<file path="src/rtl/zebra_stop_filter.sv">
// Hysteretic temporal filter turning per-frame zebra-crossing verdicts into a stable stop command,
// with a minimum hold time and a detector-stall watchdog.
module zebra_stop_filter #(
  parameter int unsigned ASSERT_FRAMES   = 3,
  parameter int unsigned RELEASE_FRAMES  = 5,
  parameter int unsigned MIN_HOLD_CYCLES = 25_000_000,
  parameter int unsigned TIMEOUT_CYCLES  = 50_000_000,
  parameter int unsigned MIN_BLOBS       = 3
) (
  input  logic       clk,
  input  logic       rst,
  input  logic       det_valid,
  input  logic       det_crossing,
  input  logic [7:0] det_blob_count,
  output logic       stop,
  output logic       stop_rise,
  output logic       stop_fall,
  output logic       stale,
  output logic [1:0] state
);

  localparam int unsigned PW = (ASSERT_FRAMES   > 0) ? $clog2(ASSERT_FRAMES + 1)   : 1;
  localparam int unsigned NW = (RELEASE_FRAMES  > 0) ? $clog2(RELEASE_FRAMES + 1)  : 1;
  localparam int unsigned HW = (MIN_HOLD_CYCLES > 0) ? $clog2(MIN_HOLD_CYCLES + 1) : 1;
  localparam int unsigned WW = (TIMEOUT_CYCLES  > 0) ? $clog2(TIMEOUT_CYCLES + 1)  : 1;

  typedef enum logic [1:0] {
    IDLE      = 2'd0,
    ARMING    = 2'd1,
    STOPPED   = 2'd2,
    RELEASING = 2'd3
  } state_t;

  state_t        state_q, state_d;
  logic [PW-1:0] pos_cnt, pos_d;
  logic [NW-1:0] neg_cnt, neg_d;
  logic [HW-1:0] hold_cnt, hold_d;
  logic [WW-1:0] wd_cnt, wd_d;
  logic          stop_d, stale_d, rise_d, fall_d;
  logic          pos, neg, expire, enter_stop;
  logic [PW-1:0] pos_inc;

  assign pos     = det_valid & det_crossing & (32'(det_blob_count) >= MIN_BLOBS);
  assign neg     = det_valid & ~pos;
  assign pos_inc = pos_cnt + PW'(1);
  assign state   = state_q;

  // Next-state, counter and output logic
  always_comb begin
    state_d    = state_q;
    pos_d      = pos_cnt;
    neg_d      = neg_cnt;
    hold_d     = (hold_cnt != '0) ? hold_cnt - HW'(1) : hold_cnt;
    wd_d       = det_valid ? '0 : ((wd_cnt == WW'(TIMEOUT_CYCLES)) ? wd_cnt : wd_cnt + WW'(1));
    expire     = ~det_valid & (wd_d == WW'(TIMEOUT_CYCLES));
    stale_d    = ~det_valid & (stale | expire);
    enter_stop = 1'b0;

    case (state_q)
      IDLE: begin
        if (pos) begin
          pos_d = PW'(1);
          if (ASSERT_FRAMES <= 1) enter_stop = 1'b1;
          else                    state_d    = ARMING;
        end
      end
      ARMING: begin
        if (pos) begin
          if (pos_inc >= PW'(ASSERT_FRAMES)) enter_stop = 1'b1;
          else                               pos_d      = pos_inc;
        end else if (neg || expire) begin
          state_d = IDLE;
          pos_d   = '0;
        end
      end
      STOPPED: begin
        if (pos) begin
          neg_d = '0;
        end else if (neg) begin
          neg_d = NW'(1);
          if (RELEASE_FRAMES <= 1 && hold_d == '0) begin
            state_d = IDLE;
            neg_d   = '0;
          end else begin
            state_d = RELEASING;
          end
        end
      end
      RELEASING: begin
        if (pos) begin
          state_d = STOPPED;
          neg_d   = '0;
        end else begin
          if (neg && neg_cnt < NW'(RELEASE_FRAMES)) neg_d = neg_cnt + NW'(1);
          // Release may happen on a cycle with no verdict once the hold time runs out
          if (neg_d >= NW'(RELEASE_FRAMES) && hold_d == '0) begin
            state_d = IDLE;
            neg_d   = '0;
          end
        end
      end
    endcase

    if (enter_stop) begin
      state_d = STOPPED;
      hold_d  = HW'(MIN_HOLD_CYCLES);
      neg_d   = '0;
      pos_d   = '0;
    end

    stop_d = (state_d == STOPPED) || (state_d == RELEASING);
    rise_d = stop_d & ~stop;
    fall_d = ~stop_d & stop;
  end

  // State, counters and registered outputs
  always_ff @(posedge clk or posedge rst) begin
    if (rst) begin
      state_q   <= IDLE;
      pos_cnt   <= '0;
      neg_cnt   <= '0;
      hold_cnt  <= '0;
      wd_cnt    <= '0;
      stop      <= 1'b0;
      stop_rise <= 1'b0;
      stop_fall <= 1'b0;
      stale     <= 1'b0;
    end else begin
      state_q   <= state_d;
      pos_cnt   <= pos_d;
      neg_cnt   <= neg_d;
      hold_cnt  <= hold_d;
      wd_cnt    <= wd_d;
      stop      <= stop_d;
      stop_rise <= rise_d;
      stop_fall <= fall_d;
      stale     <= stale_d;
    end
  end

endmodule
</file>
<file path="config.mk">
export PLATFORM = sky130hd
export DESIGN_NAME = zebra_stop_filter
export DESIGN_NICKNAME = d
export VERILOG_FILES = /design/src/rtl/zebra_stop_filter.sv
export SDC_FILE = /design/constraint.sdc
export NUM_CORES = 1
export LEC_CHECK = 0
export CAP_MARGIN = 20
export CORE_ASPECT_RATIO = 0.9
export CORE_UTILIZATION = 61
export CTS_BUF_LIST = sky130_fd_sc_hd__clkbuf_8 sky130_fd_sc_hd__clkbuf_16
export CTS_CLUSTER_DIAMETER = 60
export DETAILED_ROUTE_END_ITERATION = 12
export HOLD_SLACK_MARGIN = 0.02
export PLACE_DENSITY = 0.76
export SYNTH_ARGS = -nofsm -noshare
export SYNTH_HDL_FRONTEND = slang
export SYNTH_SLANG_ARGS = --single-unit
</file>
<file path="constraint.sdc">
create_clock -name clk -period 4.08 [get_ports clk]
set_input_delay 0.408 -clock clk [delete_from_list [all_inputs] [get_ports clk]]
set_output_delay 0.408 -clock clk [all_outputs]
set_load 0.01 [all_outputs]
</file>
==> flow_metrics.py <==
metrics = {
    "hold_path": {
        "hp-class": "flip-flop to flip-flop",
    },
    "clock_network": {
        "cts_root_buf": "clkbuf_8",
        "cts_hold_buf": 0,
        "ctsResizeCount": 0,
        "clk_path_buf_depth": 2,
        "cts_tree": "built",
        "htree_levels": 3,
        "cts-buffers-inserted": 9,
        "cts.clk_slew.worst_paths_ns": 0.07,
        "clk-insertion-delay-late_ns": 0.33,
        "postCtsSetupBuffers": 0,
        "cts.sinks": 62,
    },
    "synth": {
        "yosysTopAreaCellShare": 0.401,
        "synth-edff-count": 0,
        "yosysMostFrequentCell": "dfrtp_1",
        "synth-main-ff-cell": "dfrtp_1",
        "synthTopCellsByArea": "dfrtp_1 (40%), nor2_1 (5.4%), xnor2_1 (4.5%)",
        "avgSynthCellArea_um2": 8.83,
        "synthesis.nets": 456,
        "synthCells": 438,
        "syn_area_mm2": 0.00387,
        "synth-seq-cells": 62,
        "yosysTopAreaCell": "dfrtp_1",
        "ys_seq_area_frac": 0.401,
        "yosys_warnings": 0,
        "synth-async-reset-ratio": 1.00,
        "ys_types": 65,
        "synthTopCellsByCount": "dfrtp_1 (62), nor2_1 (56), nand2_1 (39)",
    },
    "power_and_ir_drop": {
        "clkPwrFrac": 0.278,
        "p_int_w": 0.00129,
        "p_per_area_mw_per_mm2": 461,
        "irDropWorstVdd_uv": 492,
        "p_leak_nw": 1.66,
        "p_comb_frac": 0.264,
        "pwr-share-seq": 0.458,
        "swShare": 0.349,
        "p_switching_w": 0.000695,
    },
    "timing": {
        "min_period_over_period": 0.876,
        "fin_setup_tns_ns": 0,
        "setup_viol": 0,
        "min_period_ns": 3.58,
        "rsz0062_at_grt": "false",
        "worst_pin_slew_ns": 0.712,
        "slew-limit-headroom": 0.525,
        "finClkSkew_ns": 0.00901,
        "slew_viol_final": 0,
        "fmax_mhz": 280,
        "report.final.hold_viol_count": 0,
    },
    "critical_path": {
        "path_class": "flip-flop to flip-flop",
        "start_kind": "flip-flop",
        "cp_max_fo": 11,
        "max_stage_delay_ns": 0.49,
        "end_kind": "flip-flop",
        "path_delay_family": "simple AND/OR/NAND/NOR gates",
        "path_cells": "inv_1, ha_1, nor3b_1, nand2_1, nor4b_1, xor2_1, or3b_1, nor4_4, nor3_1, a311o_1",
        "required_ns": 4.30,
        "cpMaxStageDelayCell": "nor3b_1",
        "critPathArrivalTime_ns": 3.79,
        "critical_path_buf_inv_count": 1,
    },
    "cells_and_area": {
        "areaGrowthSynthToFinish_pct": 11.6,
        "num-nets-final": 471,
        "diodes": 0,
        "layout-drive-gt1-share": 0.0830,
        "fin_area_mm2": 0.00432,
    },
    "floorplanning": {
        "dieArea_mm2": 0.00667,
        "num_rows": 27,
        "core-area_mm2": 0.00611,
        "dieWidth_um": 85.9,
        "ios": 18,
        "die_height_um": 77.6,
        "initial_utilization": 0.633,
    },
    "placement": {
        "place_hpwl_mm": 6.30,
        "routabilityCongestion": 0.917,
        "placed_cell_area_mm2": 0.00411,
        "portBuffers": 17,
    },
    "detailed_routing": {
        "postRouteAntennaNets": 0,
        "dr_total_vias": 3411,
        "routed_wl_mm": 8.72,
        "drt_iter0_markers": 350,
        "wire_per_inst_um": 16.0,
        "firstDrtPassIters": 5,
        "remaining_drc_errors": 0,
        "viasPerCell": 6.26,
    },
    "global_routing": {
        "grt_pass1_wl_mm": 14.9,
        "grt_pass1_vias": 3145,
        "antenna_found_initial": 0,
        "grt_max_degree": 35,
        "track_usage": 0.286,
        "overflow": 0,
    },
    "status": {
        "status": "finished clean",
    },
    "job": {
        "cap_violations": 0,
    },
}
==> registers in the layout (all words and copies together), names as in the netlist <==
register   cells
neg_cnt        3
stop_fall      1
stop_rise      1
pos_cnt        2
state          2
stop           1
stale          1
hold_cnt      25
wd_cnt        26
==> worst reg2reg max path, cell delays in order, from the launching register on <==
cell and delay [ns]:
dfrtp_1 0.44, inv_1 0.14, ha_1 0.21, nor3b_1 0.49, nand2_1 0.35, nor4b_1 0.38
xor2_1 0.14, or3b_1 0.44, nor4_4 0.41, nor3_1 0.15, a311o_1 0.33
==> layout by cell type, fill, tap and decap left out, types with 5 or more instances in the layout <==
| master | instances |
|---|---|
| nand2_1 | 39 |
| a21oi_1 | 16 |
| or4_1 | 11 |
| dfrtp_1 | 62 |
| ha_1 | 6 |
| nand3_1 | 23 |
| clkdlybuf4s50_1 | 17 |
| xor2_1 | 15 |
| a31oi_1 | 5 |
| or3_1 | 11 |
| nor4_1 | 7 |
| nor3_1 | 23 |
| buf_4 | 7 |
| inv_1 | 13 |
| xnor2_1 | 20 |
| o21ai_0 | 9 |
| nand4_1 | 10 |
| and3_1 | 8 |
| a211oi_1 | 8 |
| and2_1 | 7 |
| nor2_1 | 56 |
| clkbuf_8 | 11 |
==> power by group through the flow <==
stage	logic [W]	clock network, W	registers, W
final	0.000525	0.000552	0.000912
after global routing	0.000595	0.000590	0.000931
after CTS	0.000522	0.000566	0.000903
after detailed placement	0.000512	0	0.000915
after global placement	0.000506	0	0.000909
after floorplan	0.000396	0	0.000857
==> logic make-up (layout without fill, tap and decap cells) <==
logic type	Yosys count	in the layout	share of synthesized area
adder cells (fa/ha/maj)	6	6	0.0194
XOR/XNOR	35	35	0.0792
flip-flops	62	62	0.401
AND/OR/NAND/NOR	229	229	0.330
buffers and inverters	35	55	0.0378
AO/OA/AOI/OAI	68	68	0.123
multiplexers	3	3	0.00905
==> cell type report <==
| class | instances | area [um^2] |
|---|---|---|
| Sequential cell | 62 | 1550 |
| Inverter | 15 | 56.3 |
| Clock inverter | 5 | 57.6 |
| Multi-Input combinational cell | 341 | 2170 |
| Fill cell | 483 | 1800 |
| Tap cell | 87 | 109 |
| Clock buffer | 11 | 151 |
| Timing Repair Buffer | 24 | 223 |
==> routing by layer <==
metal / wire length, um / global-route usage / vias up
met5: 0 / 0 / -
met3: 685 / 0.0691 / 13
met4: 105 / 0.0917 / 0
met1: 4220 / 0.424 / 1630
li1: - / - / 1621
met2: 3720 / 0.410 / 147
==> metrics by stage <==
step           utilization  hold slack (ns)  power, W  setup WS (ns)  cells
2_1_floorplan            -            0.450   0.00125           1.02    438
3_3_place_gp         0.672            0.433   0.00142          0.644    529
3_5_place_dp         0.672            0.459   0.00143          0.564    529
4_1_cts              0.706            0.473   0.00199          0.525    545
5_1_grt              0.706            0.489   0.00212          0.150    545
6_report             0.706            0.458   0.00199          0.505    545
==> path summary, 6_finish.rpt <==
check                                    to  slack (ns)  cells past startpoint         from
worst max register to register   neg_cnt[1]        0.50                     10  hold_cnt[0]
worst min register to register    stop_rise        0.46                      1         stop
min in group asynchronous             stale        0.51                      2          rst
max in group asynchronous       hold_cnt[2]        2.73                      3          rst
worst max-delay path             neg_cnt[1]        0.50                     10  hold_cnt[0]
worst min-delay path              stop_rise        0.46                      1         stop
Note: power is estimated with default switching activity, not from simulation.
